<file path="src/rtl/key_debounce.sv">
// Multi-channel push-button debouncer sampled by a 1 kHz strobe; emits clean levels plus press/release pulses.
// Optional auto-repeat of key_press while held: define KEY_DEBOUNCE_AUTO_REPEAT_EN.
module key_debounce #(
  parameter int N_KEYS           = 4,
  parameter int STABLE_MS        = 20,
  parameter int ACTIVE_LOW       = 0,
  parameter int REPEAT_DELAY_MS  = 500,
  parameter int REPEAT_PERIOD_MS = 100
) (
  input  logic              clk,
  input  logic              rst,
  input  logic              clk_1k,
  input  logic [N_KEYS-1:0] key_in,
  output logic [N_KEYS-1:0] key_level,
  output logic [N_KEYS-1:0] key_press,
  output logic [N_KEYS-1:0] key_release
);

  typedef enum logic [1:0] {IDLE, PRESS_CHK, HELD, REL_CHK} state_t;

  localparam logic [9:0] STABLE   = 10'(STABLE_MS);
  localparam logic       INACTIVE = (ACTIVE_LOW != 0);

  logic [2:0]        ck_sync;
  logic              tick;
  logic [N_KEYS-1:0] k_meta;
  logic [N_KEYS-1:0] k_sync;
  logic [N_KEYS-1:0] raw;

  // NOTE: sequential state is written only with non-blocking assignments so every flop
  // samples the pre-edge value of its neighbours, which is what makes the sync chains work.
  always_ff @(posedge clk or posedge rst) begin
    if (rst) begin
      ck_sync <= '0;
      k_meta  <= {N_KEYS{INACTIVE}};
      k_sync  <= {N_KEYS{INACTIVE}};
    end else begin
      ck_sync <= {ck_sync[1:0], clk_1k};
      k_meta  <= key_in;
      k_sync  <= k_meta;
    end
  end

  assign tick = ck_sync[1] & ~ck_sync[2];
  assign raw  = k_sync ^ {N_KEYS{INACTIVE}};

  for (genvar i = 0; i < N_KEYS; i++) begin : g_key
    state_t     state;
    logic [9:0] cnt;
    logic       level_q;
    logic       press_q;
    logic       release_q;
    logic       rpt_fire;

`ifdef KEY_DEBOUNCE_AUTO_REPEAT_EN
    localparam logic [9:0] RPT_DELAY  = 10'(REPEAT_DELAY_MS);
    localparam logic [9:0] RPT_PERIOD = 10'(REPEAT_PERIOD_MS);

    logic [9:0] rpt;
    logic [9:0] rpt_next;
    logic       rpt_armed;

    assign rpt_next = rpt + 10'd1;
    assign rpt_fire = tick && (state == HELD) && raw[i] &&
                      (rpt_next == (rpt_armed ? RPT_PERIOD : RPT_DELAY));

    // Cleared while not yet accepted, so entry to HELD always starts at zero;
    // holds its value through REL_CHK so a glitchy release resumes the cadence.
    always_ff @(posedge clk or posedge rst) begin
      if (rst) begin
        rpt       <= '0;
        rpt_armed <= 1'b0;
      end else if (state == IDLE || state == PRESS_CHK) begin
        rpt       <= '0;
        rpt_armed <= 1'b0;
      end else if (tick && state == HELD && raw[i]) begin
        if (rpt_fire) begin
          rpt       <= '0;
          rpt_armed <= 1'b1;
        end else begin
          rpt <= rpt_next;
        end
      end
    end
`else
    assign rpt_fire = 1'b0;
`endif

    always_ff @(posedge clk or posedge rst) begin
      if (rst) begin
        state     <= IDLE;
        cnt       <= '0;
        level_q   <= 1'b0;
        press_q   <= 1'b0;
        release_q <= 1'b0;
      end else begin
        press_q   <= 1'b0;
        release_q <= 1'b0;
        if (tick) begin
          case (state)
            IDLE: if (raw[i]) begin
              if (STABLE == 10'd1) begin
                state   <= HELD;
                level_q <= 1'b1;
                press_q <= 1'b1;
              end else begin
                state <= PRESS_CHK;
                cnt   <= 10'd1;
              end
            end
            PRESS_CHK: if (!raw[i]) begin
              state <= IDLE;
              cnt   <= '0;
            end else if (cnt + 10'd1 == STABLE) begin
              state   <= HELD;
              cnt     <= '0;
              level_q <= 1'b1;
              press_q <= 1'b1;
            end else begin
              cnt <= cnt + 10'd1;
            end
            HELD: if (!raw[i]) begin
              if (STABLE == 10'd1) begin
                state     <= IDLE;
                level_q   <= 1'b0;
                release_q <= 1'b1;
              end else begin
                state <= REL_CHK;
                cnt   <= 10'd1;
              end
            end else begin
              press_q <= rpt_fire;
            end
            REL_CHK: if (raw[i]) begin
              state <= HELD;
              cnt   <= '0;
            end else if (cnt + 10'd1 == STABLE) begin
              state     <= IDLE;
              cnt       <= '0;
              level_q   <= 1'b0;
              release_q <= 1'b1;
            end else begin
              cnt <= cnt + 10'd1;
            end
            default: begin
              state <= IDLE;
              cnt   <= '0;
            end
          endcase
        end
      end
    end

    assign key_level[i]   = level_q;
    assign key_press[i]   = press_q;
    assign key_release[i] = release_q;
  end

endmodule

</file>
<file path="config.mk">
export PLATFORM = sky130hd
export DESIGN_NAME = key_debounce
export DESIGN_NICKNAME = d
export VERILOG_FILES = /design/src/rtl/key_debounce.sv
export SDC_FILE = /design/constraint.sdc
export NUM_CORES = 1
export LEC_CHECK = 0
export CAP_MARGIN = 20
export CORE_MARGIN = 4
export CORE_UTILIZATION = 40
export DETAILED_ROUTE_END_ITERATION = 7
export PLACE_DENSITY_LB_ADDON = 0.2
export RECOVER_POWER = 100
export SYNTH_ARGS = -nofsm -noshare
export SYNTH_HDL_FRONTEND = slang
export SYNTH_SLANG_ARGS = --single-unit
</file>
<file path="constraint.sdc">
create_clock -name clk -period 5.01 [get_ports clk]
set_input_delay 0.501 -clock clk [delete_from_list [all_inputs] [get_ports clk]]
set_output_delay 0.501 -clock clk [all_outputs]
set_load 0.02 [all_outputs]
</file>
==> metrics.yaml, run 1 <==
power_and_ir_drop:
  p_int_uw: 902
  power.share.clock_pct: 37.5
  vdd_drop_max_mv: 0.132
  pwr-share-comb_pct: 8.7
  p_sw_share_pct: 25.6
  p_per_area_nw_per_um2: 300
  seqPwrFrac_pct: 53.8
  switching_power_uw: 311
  p_leak_uw: 0.00175
global_route:
  grt_usage_pct: 13.6
  grt_pass1_vias: 2626
  grt_antenna_before_repair: 0
  grt_pass1_wl_mm: 12.2
  grt_overflow: 0
  grt_max_degree: 48
yosys:
  synth_cell_types: 61
  synthTopCellsByArea: "dfrtp_1 (48%), nand2_1 (5.0%), o21ai_0 (3.8%), nand3_1 (2.8%), buf_4 (2.6%)"
  async_reset_ff_share_pct: 100
  ys_ff_latch: 71
  yosysSeqAreaShare_pct: 47.8
  synth_enable_flop_cells: 0
  syn_nets: 399
  synthFlopType: "dfrtp_1"
  syn-cell-area_um2: 3710
  syn-instance-count: 387
  synth.most_common_cell: "dfrtp_1"
  synth_commonest_cells: "dfrtp_1 (71), nand2_1 (49), o21ai_0 (28), nor2_1 (25), nand3_1 (21)"
  yosysTopAreaCellShare_pct: 47.8
  syn_avg_cell_area_um2: 9.60
  ys_warn_count: 0
  synth_top_cell_by_area: "dfrtp_1"
route:
  routed_wl_mm: 7.04
  vias_per_cell: 5.50
  antenna_left: 0
  dr.pass1.iters: 5
  drc_errors: 0
  via_count: 2796
  initialDrtViolationCount: 113
  post_drt_wl_per_cell_um: 13.9
critical_path:
  cp-start-kind: "primary input"
  cp-end-kind: "async pin"
  path_class: "primary input to async pin"
  cp_top_family: "buffers and inverters"
  cp_slowest_cell: "clkbuf_1"
  r2r_start: "g_key[1].cnt[3]"
  ff2ff_setup_slack_ns: 2.30
  ff2ff_path_depth: 4
  arrival_ns: 3.28
  cp.depth: 4
  crit_required_ns: 5.51
  slowest_delay_ns: 1.39
  worst-path-max-fanout: 37
  path_cells: "dlygate4sd3_1, inv_1, clkbuf_1, buf_4"
  cp_num_buf_inv: 4
timing:
  tightest_slew_ns: 1.86
  fin_setup_tns_ns: 0
  slew_viol_final: 38
  finalClockSkew_ns: 0.0115
  rsz0062_at_grt: "no"
  setup_viol: 0
  clock.fmax_mhz: 359
  period_minus_slack_ns: 2.79
  max_slew_margin_pct: -24.3
  hold_viol: 0
  setup_slack_ns: 2.22
  fin_crit_sh_pct: 55.6
finish:
  area_delta_synth_final_pct: 9.03
  drive_above_1_share_pct: 7.00
  fin_cells: 508
  num_antenna_cells: 0
  fin_util_pct: 45.5
  finalNetCount: 410
floorplanning:
  io_pins: 19
  start_util_pct: 41.8
  die_y_um: 104
  die_w_um: 104
  die_area_um2: 10900
  num_rows: 34
  core_area_um2: 8890
place:
  portBuffers: 18
  hpwl_mm: 4.88
  dp_cells: 493
  post-place-ws_ns: 2.54
  gp_congestion: 0.876
worst_hold_path:
  hold_class: "flip-flop to flip-flop"
  holdPathStages: 0
  holdCritStartpoint: "k_meta[2]"
  min_to: "k_sync[2]"
outcome:
  status: "complete, but fails checks"
  failed_checks: "max-capacitance violations, max-slew violations"
run:
  cap_violations: 1
clocking:
  clock_latency_ns: 0.34
  cts_root_buf: "clkbuf_8"
  cts_max_path_buffers: 2
  cts_sinks: 71
  path_clk_slew_ns: 0.08
  cts_tree: "yes"
  htreeDepth: 3
  postCtsSetupBuffers: 0
  cts_buffers: 9
  cts_resized: 0
  ctsHoldBuffers: 0
-- sequential cells by signal (all words and copies together) (netlist names), named ones only --
register         count
ck_sync              3
g_key.cnt           40
g_key.level_q        4
g_key.press_q        4
g_key.release_q      4
g_key.state          4
k_meta               4
k_sync               4
-- layout make-up --
class	count	area, um2
inverter	7	26.3
timing repair buffer	22	199
sequential	71	1780
fill	819	4840
multi-input combinational	287	1730
tap	108	135
clock buffer	12	155
clock inverter	1	30.0
-- cell families after synthesis --
kind of cell / share of synthesized area [%]
simple gates: 24.0
compound gates: 16.9
flops: 47.8
buf+inv: 4.95
xor+xnor: 2.59
mux: 2.02
fa+ha+maj: 1.68
-- metal layers --
metal / track usage [%] / share of wire, %
met1: 18.3 / 49
met2: 20.9 / 45
met3: 3.97 / 4.1
met5: 0 / 0
met4: 5.13 / 1.7
-- worst max path at each step --
| stage | start | to | slack (ns) |
|---|---|---|---|
| after floorplan | rst | async pin | 2.71 |
| after global placement | g_key[3].cnt[0] | g_key[3].cnt[7] | 2.61 |
| after detailed placement | g_key[3].cnt[0] | g_key[3].cnt[7] | 2.54 |
| after CTS | g_key[3].cnt[0] | g_key[3].cnt[7] | 2.55 |
| after global routing | rst | g_key[3].cnt[5] | 1.67 |
| final | rst | g_key[1].cnt[9] | 2.22 |
-- worst reg2reg max path: stages, from the launching register on --
cell	delay, ns
dfrtp_1	0.43
or4_1	0.55
nor4_1	1.00
nand3_1	0.28
mux2_2	0.34
-- layout by cell type, fill, tap and decap left out, drive strengths merged, types with 3 or more instances in the layout --
cell / netlist / layout
nand2b: 11 / 11
a21oi: 14 / 14
mux2: 4 / 4
and4: 3 / 3
clkbuf: 5 / 15
dfrtp: 71 / 71
and2: 4 / 4
or2: 4 / 4
nand3: 22 / 22
nor3: 14 / 14
mux2i: 3 / 3
a22o: 4 / 4
nor2: 25 / 25
xnor2: 5 / 5
inv: 7 / 7
nand2: 49 / 49
nand4: 4 / 4
o22a: 3 / 3
a21o: 3 / 3
dlygate4sd3: 0 / 18
xor2: 6 / 6
or3: 8 / 8
and3: 7 / 7
a31oi: 12 / 12
o21ai: 32 / 32
or4: 3 / 3
ha: 5 / 5
o31ai: 6 / 6
a32o: 3 / 3
nor4: 8 / 8
-- power by group through the flow --
stage	logic, uW	clock network [uW]	registers [uW]
finish	106	455	652
global route	124	495	659
CTS	111	471	652
detailed placement	110	0	663
global placement	107	0	662
floorplan	93.3	0	649
-- per-stage QoR --
| step | area [um2] | hold WS, ns | total power (uW) |
|---|---|---|---|
| 4_1_cts | 4070 | 0.346 | 1230 |
| 5_1_grt | 4050 | 0.359 | 1280 |
| 6_report | 4050 | 0.342 | 1210 |
| 3_5_place_dp | 3890 | 0.335 | 773 |
| 3_3_place_gp | 3890 | 0.331 | 769 |
| 2_1_floorplan | 3710 | 0.331 | 742 |
No activity file was read; power rests on OpenSTA's default activity.
==> inputs of run 2 (changes only) <==
Clock period 5.01 ns to 2.5 ns, I/O delays scaled along.
==> metrics.yaml, run 2 (same netlist as run 1, synthesis figures left out) <==
critical_path:
  cp-start-kind: "flip-flop"
  cp_slowest_cell: "dfrtp_1"
  crit_required_ns: 2.73
  cp_num_buf_inv: 0
  cp_top_family: "compound AO/OA/AOI/OAI gates"
  slowest_delay_ns: 0.49
  arrival_ns: 2.59
  path_cells: "ha_1, nand3_1, o21ai_0, o2111ai_2, nor3_1, mux2_2"
  cp-end-kind: "flip-flop"
  path_class: "flip-flop to flip-flop"
  worst-path-max-fanout: 8
global_route:
  grt_overflow: 0
  grt_antenna_before_repair: 0
  grt_usage_pct: 13.7
  grt_pass1_vias: 2670
  grt_pass1_wl_mm: 12.6
  grt_max_degree: 39
route:
  vias_per_cell: 5.61
  routed_wl_mm: 7.24
  via_count: 2885
  post_drt_wl_per_cell_um: 14.1
  antenna_left: 0
  initialDrtViolationCount: 111
  dr.pass1.iters: 4
  drc_errors: 0
finish:
  layout_common_cells: "dfrtp_1 (71), nand2_1 (49), o21ai_0 (31)"
  largest-register: "g_key.cnt"
  multi_input_comb_area_um2: 1740
  area_delta_synth_final_pct: 10.6
  fin_util_pct: 46.2
  fillCellCount: 841
  num_antenna_cells: 0
  seq_area_um2: 1780
  largest_register_ffs: 40
  final_common_cell: "dfrtp_1"
  finalNetCount: 413
  drive_above_1_share_pct: 9.11
timing:
  fin_crit_sh_pct: 94.4
  slew_viol_final: 0
  fin_setup_tns_ns: 0
  max_slew_margin_pct: 27.6
  hold_ws_ns: 0.346
  clock.fmax_mhz: 424
  finalClockSkew_ns: 0.00829
  hold_viol: 0
  rsz0062_at_grt: "no"
  period_minus_slack_ns: 2.36
  tightest_slew_ns: 1.07
  setup_viol: 0
power_and_ir_drop:
  power.share.clock_pct: 38.7
  p_per_area_nw_per_um2: 607
  pwr-share-comb_pct: 8.7
  seqPwrFrac_pct: 52.6
  vdd_drop_max_mv: 0.243
  switching_power_uw: 643
  p_leak_uw: 0.00178
  p_int_uw: 1850
  p_sw_share_pct: 25.8
worst_hold_path:
  hold_class: "flip-flop to flip-flop"
clocking:
  postCtsSetupBuffers: 0
  htreeDepth: 3
  cts_tree: "yes"
  cts_max_path_buffers: 2
  ctsHoldBuffers: 0
  path_clk_slew_ns: 0.08
  clock_latency_ns: 0.34
  cts_root_buf: "clkbuf_8"
  cts_buffers: 9
  cts_sinks: 71
floorplanning:
  die_w_um: 104
  num_rows: 34
  io_pins: 19
  start_util_pct: 41.8
  die_area_um2: 10900
  core_area_um2: 8890
  die_y_um: 104
outcome:
  status: "complete, no violations"
place:
  portBuffers: 18
  hpwl_mm: 4.97
  gp_congestion: 0.844
run:
  cap_violations: 0
[run 2: final timing paths]
kind	from	endpoint	slack, ns	cells past startpoint
hold reg to reg	k_meta[2]	k_sync[2]	0.35	0
max in group asynchronous	rst	ck_sync[2]	0.44	3
setup / recovery	g_key[2].cnt[0]	flip-flop	0.14	6
setup reg to reg	g_key[2].cnt[0]	flip-flop	0.14	6
min in group asynchronous	rst	g_key[2].cnt[2]	0.59	2
hold / removal	k_meta[2]	k_sync[2]	0.35	0
[run 2: routing by layer]
| layer | global-route usage (%) | share of wire (%) | up-vias |
|---|---|---|---|
| li1 | - | - | 1438 |
| met1 | 18.9 | 49 | 1391 |
| met2 | 21.9 | 47 | 44 |
| met3 | 2.98 | 2.7 | 12 |
| met4 | 3.80 | 1.3 | 0 |
| met5 | 0 | 0 | - |
[run 2: power groups by stage]
stage	Combinational [uW]	Clock [uW]	Sequential [uW]
6_report	218	964	1310
3_3_place_gp	223	0	1330
3_5_place_dp	230	0	1330
2_1_floorplan	187	0	1300
5_1_grt	258	1050	1320
4_1_cts	231	1000	1310
[run 2: final cells by class]
class | count | area share (%)
inverters | 7 | 0.639
multi-input cells | 287 | 42.3
repair buffers | 25 | 5.42
flip-flops and latches | 71 | 43.2
clock inverters | 3 | 0.974
well taps | 108 | 3.29
clock buffers | 13 | 4.11
[run 2: repair_timing]
item                                    4_1_cts  5_1_grt
hold endpoints to repair                      0        0
gates resized for setup                       0        1
endpoints found under the setup margin        0        3
[run 2: worst register-to-register path: stages (launching register included)]
cell and delay [ns]:
dfrtp_1 0.49, ha_1 0.30, nand3_1 0.16, o21ai_0 0.35, o2111ai_2 0.27, nor3_1 0.32
mux2_2 0.36
[run 2: stage by stage]
step	instance area (um2)	total power, uW	std cells	worst slack, ns
2_1_floorplan	3710	1490	387	0.453
3_3_place_gp	3940	1550	498	0.296
3_5_place_dp	3940	1560	498	0.161
4_1_cts	4150	2540	514	0.153
5_1_grt	4110	2630	514	0.0113
6_report	4110	2490	514	0.141
==> inputs of run 3 (changes only) <==
Settings changed: CORE_MARGIN 4 to 2, CTS_CLUSTER_DIAMETER set to 100, SETUP_SLACK_MARGIN set to 0.2.
==> metrics.yaml, run 3 (same netlist as run 1, synthesis figures left out) <==
outcome:
  status: "complete, no violations"
timing:
  max_slew_margin_pct: 34.7
  rsz0062_at_grt: "no"
  hold_viol: 0
  fin_setup_tns_ns: 0
  tightest_slew_ns: 0.970
  slew_viol_final: 0
  clock.fmax_mhz: 456
  period_minus_slack_ns: 2.19
  finalClockSkew_ns: 0.00892
  hold_ws_ns: 0.343
  setup_viol: 0
  fin_crit_sh_pct: 87.7
power_and_ir_drop:
  p_per_area_nw_per_um2: 635
  p_leak_uw: 0.00179
  p_total_uw: 2640
  vdd_drop_max_mv: 0.405
worst_hold_path:
  hold_class: "flip-flop to flip-flop"
global_route:
  grt_max_degree: 72
  top_usage_layer: "met2"
  use_met2_pct: 24.5
  grt_use_met1_pct: 21.4
  grt_overflow: 0
  grt_pass1_wl_mm: 12.7
  use_met3_pct: 3.41
  grt_usage_pct: 15.7
  grt_pass1_vias: 2759
  grt_antenna_before_repair: 0
route:
  initialDrtViolationCount: 99
  via_count: 2865
  drc_errors: 0
  antenna_left: 0
  post_drt_wl_per_cell_um: 13.6
  routed_wl_mm: 7.01
  dr.pass1.iters: 4
  vias_per_cell: 5.56
clocking:
  clock_latency_ns: 0.35
  cts_tree: "yes"
  cts_resized: 0
  ctsHoldBuffers: 0
  htreeDepth: 3
  cts_max_path_buffers: 2
  path_clk_slew_ns: 0.08
  cts_buffers: 9
  cts_root_buf: "clkbuf_8"
  cts_sinks: 71
  postCtsSetupBuffers: 0
floorplanning:
  start_util_pct: 40.8
  die_w_um: 100
  die_y_um: 100
  num_rows: 35
  io_pins: 19
  die_area_um2: 10100
  core_area_um2: 9110
critical_path:
  worst-path-max-fanout: 6
  path_class: "flip-flop to flip-flop"
  slowest_delay_ns: 0.48
  cp_slowest_cell: "or3_2"
  crit_required_ns: 2.75
  cp-end-kind: "flip-flop"
  path_cells: "ha_1, nand3_1, or3_2, o2111ai_2, o21ai_0, o311ai_1"
  arrival_ns: 2.45
  cp-start-kind: "flip-flop"
finish:
  area_delta_synth_final_pct: 12.0
  finalNetCount: 411
  layout_common_cells: "dfrtp_1 (70), nand2_1 (49), o21ai_0 (30)"
  largest-register: "g_key.cnt"
  fillCellCount: 863
  num_antenna_cells: 0
  final_common_cell: "dfrtp_1"
  largest_register_ffs: 40
  drive_above_1_share_pct: 8.91
place:
  portBuffers: 18
  gp_congestion: 0.873
  hpwl_mm: 4.77
run:
  cap_violations: 0
==> run 3: cell count changes in the layout (fill, tap and decap cells not counted), moves of 2 or more <==
cell,before,now
clkinv_2,2,0
clkbuf_8,12,10
o311ai_0,2,0
bufinv_16,1,3
o311ai_1,0,2
==> run 3: through the flow <==
stage	worst slack, ns	cells	area [um2]	utilization [%]
floorplan	0.453	387	3710	-
global placement	0.284	499	3930	43.1
detailed placement	0.202	499	3930	43.1
CTS	0.203	515	4160	45.7
global route	0.120	515	4160	45.7
finish	0.309	515	4160	45.7
==> run 3: area by class of cell <==
type                       count  area (um2)  share of cell area (%)
clock buffer                  13         149                    3.58
clock inverter                 3        90.1                    2.17
inverter                       7        26.3                   0.632
multi-input combinational    287        1750                    42.1
sequential                    71        1780                    42.7
tap                          111         139                    3.34
timing repair buffer          23         226                    5.44
==> run 3: where the power goes <==
group          internal [uW]  switching (uW)  leakage [uW]
sequential              1220            90.4      0.000941
combinational           97.1             127      0.000733
clock                    692             418      0.000118
==> run 3: path summary, 6_finish.rpt <==
path / from / end / slack [ns] / cells after the start
setup / recovery: g_key[2].cnt[1] / g_key[2].cnt[2] / 0.31 / 6
hold / removal: k_meta[2] / k_sync[2] / 0.34 / 0
setup reg to reg: g_key[2].cnt[1] / g_key[2].cnt[2] / 0.31 / 6
hold reg to reg: k_meta[2] / k_sync[2] / 0.34 / 0
max in group asynchronous: rst / g_key[2].cnt[0] / 1.76 / 3
min in group asynchronous: rst / g_key[2].release_q / 0.42 / 3
==> run 3: layer usage <==
layer / share of wire, % / up-vias
met4: 1.8 / 0
met2: 46 / 33
met1: 49 / 1375
met3: 3.5 / 13
li1: - / 1444
met5: 0 / -
==> run 3: critical path: cells and delay by family, from the launching register on <==
kind	cells	cell delay, ns
compound gates	3	0.72
simple gates	2	0.66
fa+ha+maj	1	0.28
flops	1	0.44
